## src/rtl/mem_responder_if.sv

```systemverilog
// Word request/response bundle between the CPU control path and memory.
// The CPU holds mem_en high until it sees mem_ready (4-phase handshake).
interface mem_responder_if;
    logic        mem_en;
    logic        mem_we;
    logic [15:0] mem_addr;
    logic [15:0] mem_wdata;
    logic [15:0] mem_rdata;
    logic        mem_ready;

    modport master (
        output mem_en, mem_we, mem_addr, mem_wdata,
        input  mem_rdata, mem_ready
    );

    modport slave (
        input  mem_en, mem_we, mem_addr, mem_wdata,
        output mem_rdata, mem_ready
    );
endinterface

```

## src/rtl/mem_responder.sv

```systemverilog
// Memory-side responder: on-chip RAM, one memory-mapped I/O word,
// programmable wait states and a program-load port usable while idle.
module mem_responder #(
    parameter int          DEPTH   = 256,
    parameter int          LATENCY = 2,
    parameter logic [15:0] IO_ADDR = 16'hFFFF
) (
    input  logic            clk,
    input  logic            reset,
    mem_responder_if.slave  bus,
    input  logic [15:0]     sw,
    output logic [15:0]     hex_out,
    input  logic            init_we,
    input  logic [15:0]     init_addr,
    input  logic [15:0]     init_data,
    output logic            busy
);

    localparam int         AW  = (DEPTH > 1) ? $clog2(DEPTH) : 1;
    localparam logic [3:0] LAT = 4'(LATENCY);

    typedef enum logic [1:0] {IDLE, WAIT, RESP} state_e;

    state_e      state_q, state_d;
    logic [3:0]  cnt_q, cnt_d;
    logic        we_q, we_d;
    logic [15:0] addr_q, addr_d;
    logic [15:0] wdata_q, wdata_d;
    logic [15:0] rdata_q, rdata_d;
    logic [15:0] hex_q, hex_d;

    logic [15:0]   ram_q [DEPTH];
    logic          ram_we;
    logic [AW-1:0] ram_waddr;
    logic [15:0]   ram_wdata;

    function automatic logic in_range(input logic [15:0] a);
        return {16'h0, a} < 32'(DEPTH);
    endfunction

    always_comb begin
        state_d   = state_q;
        cnt_d     = cnt_q;
        we_d      = we_q;
        addr_d    = addr_q;
        wdata_d   = wdata_q;
        rdata_d   = rdata_q;
        hex_d     = hex_q;
        ram_we    = 1'b0;
        ram_waddr = init_addr[AW-1:0];
        ram_wdata = init_data;
        case (state_q)
            IDLE: begin
                // Program load takes priority; the request simply waits.
                if (init_we) begin
                    ram_we = in_range(init_addr);
                end else if (bus.mem_en) begin
                    we_d    = bus.mem_we;
                    addr_d  = bus.mem_addr;
                    wdata_d = bus.mem_wdata;
                    cnt_d   = LAT;
                    state_d = WAIT;
                end
            end
            WAIT: begin
                if (cnt_q != 4'd0) begin
                    cnt_d = cnt_q - 4'd1;
                end else begin
                    state_d = RESP;
                    if (we_q) begin
                        rdata_d = wdata_q;
                        if (addr_q == IO_ADDR) begin
                            hex_d = wdata_q;
                        end else if (in_range(addr_q)) begin
                            ram_we    = 1'b1;
                            ram_waddr = addr_q[AW-1:0];
                            ram_wdata = wdata_q;
                        end
                    end else if (addr_q == IO_ADDR) begin
                        rdata_d = sw;
                    end else if (in_range(addr_q)) begin
                        rdata_d = ram_q[addr_q[AW-1:0]];
                    end else begin
                        rdata_d = 16'h0000;
                    end
                end
            end
            RESP: begin
                if (!bus.mem_en) state_d = IDLE;
            end
            default: state_d = IDLE;
        endcase
    end

    always_ff @(posedge clk or posedge reset) begin
        if (reset) begin
            state_q <= IDLE;
            cnt_q   <= 4'd0;
            we_q    <= 1'b0;
            addr_q  <= 16'h0;
            wdata_q <= 16'h0;
            rdata_q <= 16'h0;
            hex_q   <= 16'h0;
        end else begin
            state_q <= state_d;
            cnt_q   <= cnt_d;
            we_q    <= we_d;
            addr_q  <= addr_d;
            wdata_q <= wdata_d;
            rdata_q <= rdata_d;
            hex_q   <= hex_d;
        end
    end

    // RAM keeps its contents across reset; writes are blocked while it is held.
    always_ff @(posedge clk) begin
        if (ram_we && !reset) ram_q[ram_waddr] <= ram_wdata;
    end

    assign bus.mem_ready = (state_q == RESP);
    assign bus.mem_rdata = rdata_q;
    assign hex_out       = hex_q;
    assign busy          = (state_q != IDLE);

endmodule

```

## src/flat_wrapper.sv

```systemverilog
// flat-port wrapper written by rule: the top's interface ports become plain ports
module mem_responder_flat 
#(
    parameter int          DEPTH   = 256,
    parameter int          LATENCY = 2,
    parameter logic [15:0] IO_ADDR = 16'hFFFF
)
  (clk, reset, sw, hex_out, init_we, init_addr, init_data, busy, bus_mem_en, bus_mem_we, bus_mem_addr, bus_mem_wdata, bus_mem_rdata, bus_mem_ready);
  mem_responder_if bus_i ();
  input  logic clk;
  input  logic reset;
  input  logic [15:0] sw;
  output logic [15:0] hex_out;
  input  logic init_we;
  input  logic [15:0] init_addr;
  input  logic [15:0] init_data;
  output logic busy;
  input wire logic [$bits(bus_i.mem_en)-1:0] bus_mem_en;
  input wire logic [$bits(bus_i.mem_we)-1:0] bus_mem_we;
  input wire logic [$bits(bus_i.mem_addr)-1:0] bus_mem_addr;
  input wire logic [$bits(bus_i.mem_wdata)-1:0] bus_mem_wdata;
  output wire logic [$bits(bus_i.mem_rdata)-1:0] bus_mem_rdata;
  output wire logic [$bits(bus_i.mem_ready)-1:0] bus_mem_ready;
  assign bus_i.mem_en = bus_mem_en;
  assign bus_i.mem_we = bus_mem_we;
  assign bus_i.mem_addr = bus_mem_addr;
  assign bus_i.mem_wdata = bus_mem_wdata;
  assign bus_mem_rdata = bus_i.mem_rdata;
  assign bus_mem_ready = bus_i.mem_ready;
  mem_responder #(.DEPTH(DEPTH), .LATENCY(LATENCY), .IO_ADDR(IO_ADDR)) u_core (.clk(clk), .reset(reset), .bus(bus_i), .sw(sw), .hex_out(hex_out), .init_we(init_we), .init_addr(init_addr), .init_data(init_data), .busy(busy));
endmodule
```

## config.mk

```make
export PLATFORM = sky130hd
export DESIGN_NAME = mem_responder_flat
export DESIGN_NICKNAME = d
export VERILOG_FILES = /design/src/rtl/mem_responder_if.sv /design/src/rtl/mem_responder.sv /design/src/flat_wrapper.sv
export SDC_FILE = /design/constraint.sdc
export NUM_CORES = 2
export LEC_CHECK = 0
export ABC_AREA = 1
export CORE_UTILIZATION = 49
export CTS_BUF_LIST = sky130_fd_sc_hd__clkbuf_16
export DETAILED_ROUTE_END_ITERATION = 7
export PLACE_DENSITY_LB_ADDON = 0.1
export SYNTH_ARGS = -nofsm -noshare
export SYNTH_HDL_FRONTEND = slang
export SYNTH_SLANG_ARGS = --single-unit
```

## constraint.sdc

```tcl
create_clock -name clk -period 4.8 [get_ports clk]
set_input_delay 0.96 -clock clk [delete_from_list [all_inputs] [get_ports clk]]
set_output_delay 0.96 -clock clk [all_outputs]
set_load 0.02 [all_outputs]
```

==> summary.txt <==
Status: complete, no violations
Pins Over Slew Limit: 0
NetSw: 43000 uW
GR met1 Demand/Resource: 43.7%
Vias in the first global route: 108000
Post-synthesis net count: 14200
Post-synthesis area per instance: 12.0 um2
Port Buffers: 118
CTS tree: yes
Post-Syn Area: 0.168 mm2
Slowest CP cell: dfrtp_4
Sequential share of power: 36.1%
Max VDD drop: 0.524 mV
Seq/Total Area, Yosys: 74.1%
Mux cell area share after synthesis: 0.0126%
Die width: 588 um
Busiest layer in global routing: met2
Starting Density: 49.4%
Routed vias/inst: 5.93
CP dominant cell by count: nand2_1
# IOs: 119
Critical path type: reg -> reg
GPL Wtd Cong: 0.950
Seq cells post-synth: 4167
Endpoint class of the critical path: register
Fraction of layout instances using a drive strength above 1: 9.28%
Switch share: 38.2%
Final cell count without fillers: 19300
Tot Pwr: 113000 uW
PwrDens: 585 mW/mm2
Number of cells after detailed placement: 18400
Combinational Power Share: 33.6%
Clk sinks: 4167
Leakage: 0.0675 uW
Internal Dissipation: 69700 uW
Initial DRC Count: 16200
Pin count of the biggest net entering global routing: 159
Die ar.: 0.346 mm2
Fmax achieved: 225 MHz
Clock Path Buffers: 4
Hold Crit Class: in -> async
Simple-Gate Fraction of Synth Area: 16.5%
Post-synthesis xor/xnor area fraction: 0%
Detailed Route WL: 543000 um
Clock power share: 30.3%
Grt ovf: 0
Post-Place Worst Slack: 197 ps
Slowest stage delay, CP: 910 ps
Nets@finish: 14400
RSZ-0062 raised after global routing: no
DP HPWL: 329000 um
Final antenna-violating net count: 0
Crit share post-route: 92.6%
Combinational family with the most area after synthesis: simple AND/OR/NAND/NOR gates
Area grow syn2layout: 14.4%
Synth Area in Compound Gates: 6.23%
Required @ worst endpoint: 5670 ps
Die Y: 588 um
Yosys cell types: 38
Clock Latency Late Sink: 990 ps
Post-CTS Repair Setup Buffers: 0
Synthesis warning total: 0
Root Driver: clkbuf_16
H-tree Lvls: 5
Initial DRT Pass Iterations: 6
Setup Total Neg Slack: 0 ps
First-pass GRT wire length: 773000 um
Max-Slew Margin vs Limit: 27.9%
Crit start category: register
DR WL/cell: 28.2 um
Overall fraction of global-route tracks in use: 30.8%
Cts hold-fix bufs: 0
CP arrival: 5310 ps
# rows: 214
Crit path max fanout: 105
Post-CTS resize count: 0
Final hold viol count: 0
Period minus WS final: 4450 ps
Drt drc: 0
Clk slew on worst S/H paths: 70 ps
Number of max-cap violations: 0
Worst Tran Pin Value: 1080 ps
Vias: 114000
Critical-path cell list: inv_16, buf_12, buf_4, buf_4, nor2_1, o22ai_1, nand2_1, nand3_1, nand3_1, nand2_1, nand2_1, nand2_1, nand3_1, nand3_1, nand2_1, nand2_1
Post-Synth Adder-Cell Area: 0.0149%
Grt met2 use: 47.4%
Initial antenna violation count: 36
Core Footprint: 0.341 mm2
Final worst slack: 355 ps
Routing usage on met3: 5.98%
Syn Inst Count: 14100
Skew final: 71.4 ps
Fin util: 56.5%
# setup viols final: 0
CTS Buf Count: 432
## cell usage after synthesis (all sizes together)
master  count  share of area (%)
a21oi     110               0.33
a22oi       8              0.036
buf       433                1.2
clkbuf    515                1.1
clkinv      2             0.0045
dfrtp      71                1.1
edfxtp   4096                 73
ha          2              0.015
inv       339               0.76
mux2        1             0.0067
mux2i       1             0.0059
nand2    2811                6.3
nand3    1870                5.6
nand4       4              0.019
nor2     2037                4.6
nor3        5              0.025
nor4        1             0.0037
o211ai    284                1.3
o21ai    1246                3.7
o22ai     236               0.88
o41ai       1             0.0097
## sequential cells by signal, indices dropped and copies added (netlist names)
signal and count:
u_core.ram_q 4096, u_core.we_q 1, u_core.wdata_q 16, u_core.cnt_q 4, u_core.addr_q 16, u_core.bus.mem_rdata 16
u_core.hex_out 16, u_core.state_q 2
## routing by layer
metal / vias to the layer above / routed length, um
met5: - / 57
met4: 10 / 22800
met2: 5954 / 246000
met3: 911 / 53600
li1: 50500 / -
met1: 56700 / 220000
## cell usage in the layout, fill, tap and decap left out, types with 2 or more instances in the layout
master and instances:
edfxtp_1 4096, nand2_1 2789, nor2_1 2026, nand3_1 1868, o21ai_0 1241, buf_4 513
clkbuf_16 439, inv_1 380, o211ai_1 284, o22ai_1 236, buf_12 145, clkdlybuf4s50_1 118
a21oi_1 109, clkinv_1 104, clkinv_2 86, dfrtp_1 66, bufinv_16 62, clkinvlp_4 23
nand2_2 22, diode_2 17, inv_8 15, a22oi_1 8, nor2_2 7, clkinv_8 7
clkinv_4 6, inv_6 6, inv_2 5, dfrtp_4 5, o21ai_2 4, nand4_1 3
inv_16 3, nor3_1 3, clkinv_16 3, nor2_8 2, nor2_4 2, ha_1 2
## metrics by stage
step / hold WS (ps) / instance area, um2
global placement: 466 / 178000
floorplan: 467 / 168000
CTS: 237 / 193000
finish: 305 / 193000
detailed placement: 477 / 178000
global route: 285 / 193000
## area by class of cell
cell class              instances  area (um2)
multi-input cells            8617       38300
clock inverters               360        3420
repair buffers                776        7940
fillers                     27900      148000
diodes                         17        42.5
inverters                     341        1420
well taps                    4536        5680
clock buffers                 439       11000
flip-flops and latches       4167      125000
## kinds of logic after synthesis
logic type / after synthesis
AOI/OAI and AO/OA: 1885
buffers and inverters: 1289
DFF: 4167
muxes: 2
and+or+nand+nor: 6728
adders and majority gates: 2
## worst max-delay path, delay by kind of cell (launching register included)
family          cells  cell delay (ps)
compound gates      1              110
buf+inv             4             1090
flops               1              910
simple gates       11             2020
## power by group through the flow
stage               Combinational (uW)  Clock (uW)  Sequential (uW)
floorplan                        21800           0            41300
global placement                 37100           0            41400
detailed placement               37200           0            41400
CTS                              37300       34500            40700
global route                     40400       35800            40700
finish                           37900       34100            40700
## path summary, 6_finish.rpt
kind / startpoint / endpoint / slack (ps) / cells past startpoint
max: u_core.addr_q[0] / u_core.bus.mem_rdata[14] / 350 / 16
min: reset / u_core.addr_q[4] / 310 / 2
min in group clk: u_core.hex_out[6] / u_core.hex_out[6] / 490 / 2
min reg2reg: u_core.hex_out[6] / u_core.hex_out[6] / 490 / 2
max in group asynchronous: reset / u_core.hex_out[15] / 3300 / 3
max reg2reg: u_core.addr_q[0] / u_core.bus.mem_rdata[14] / 350 / 16
(Power assumes the default switching activity.)
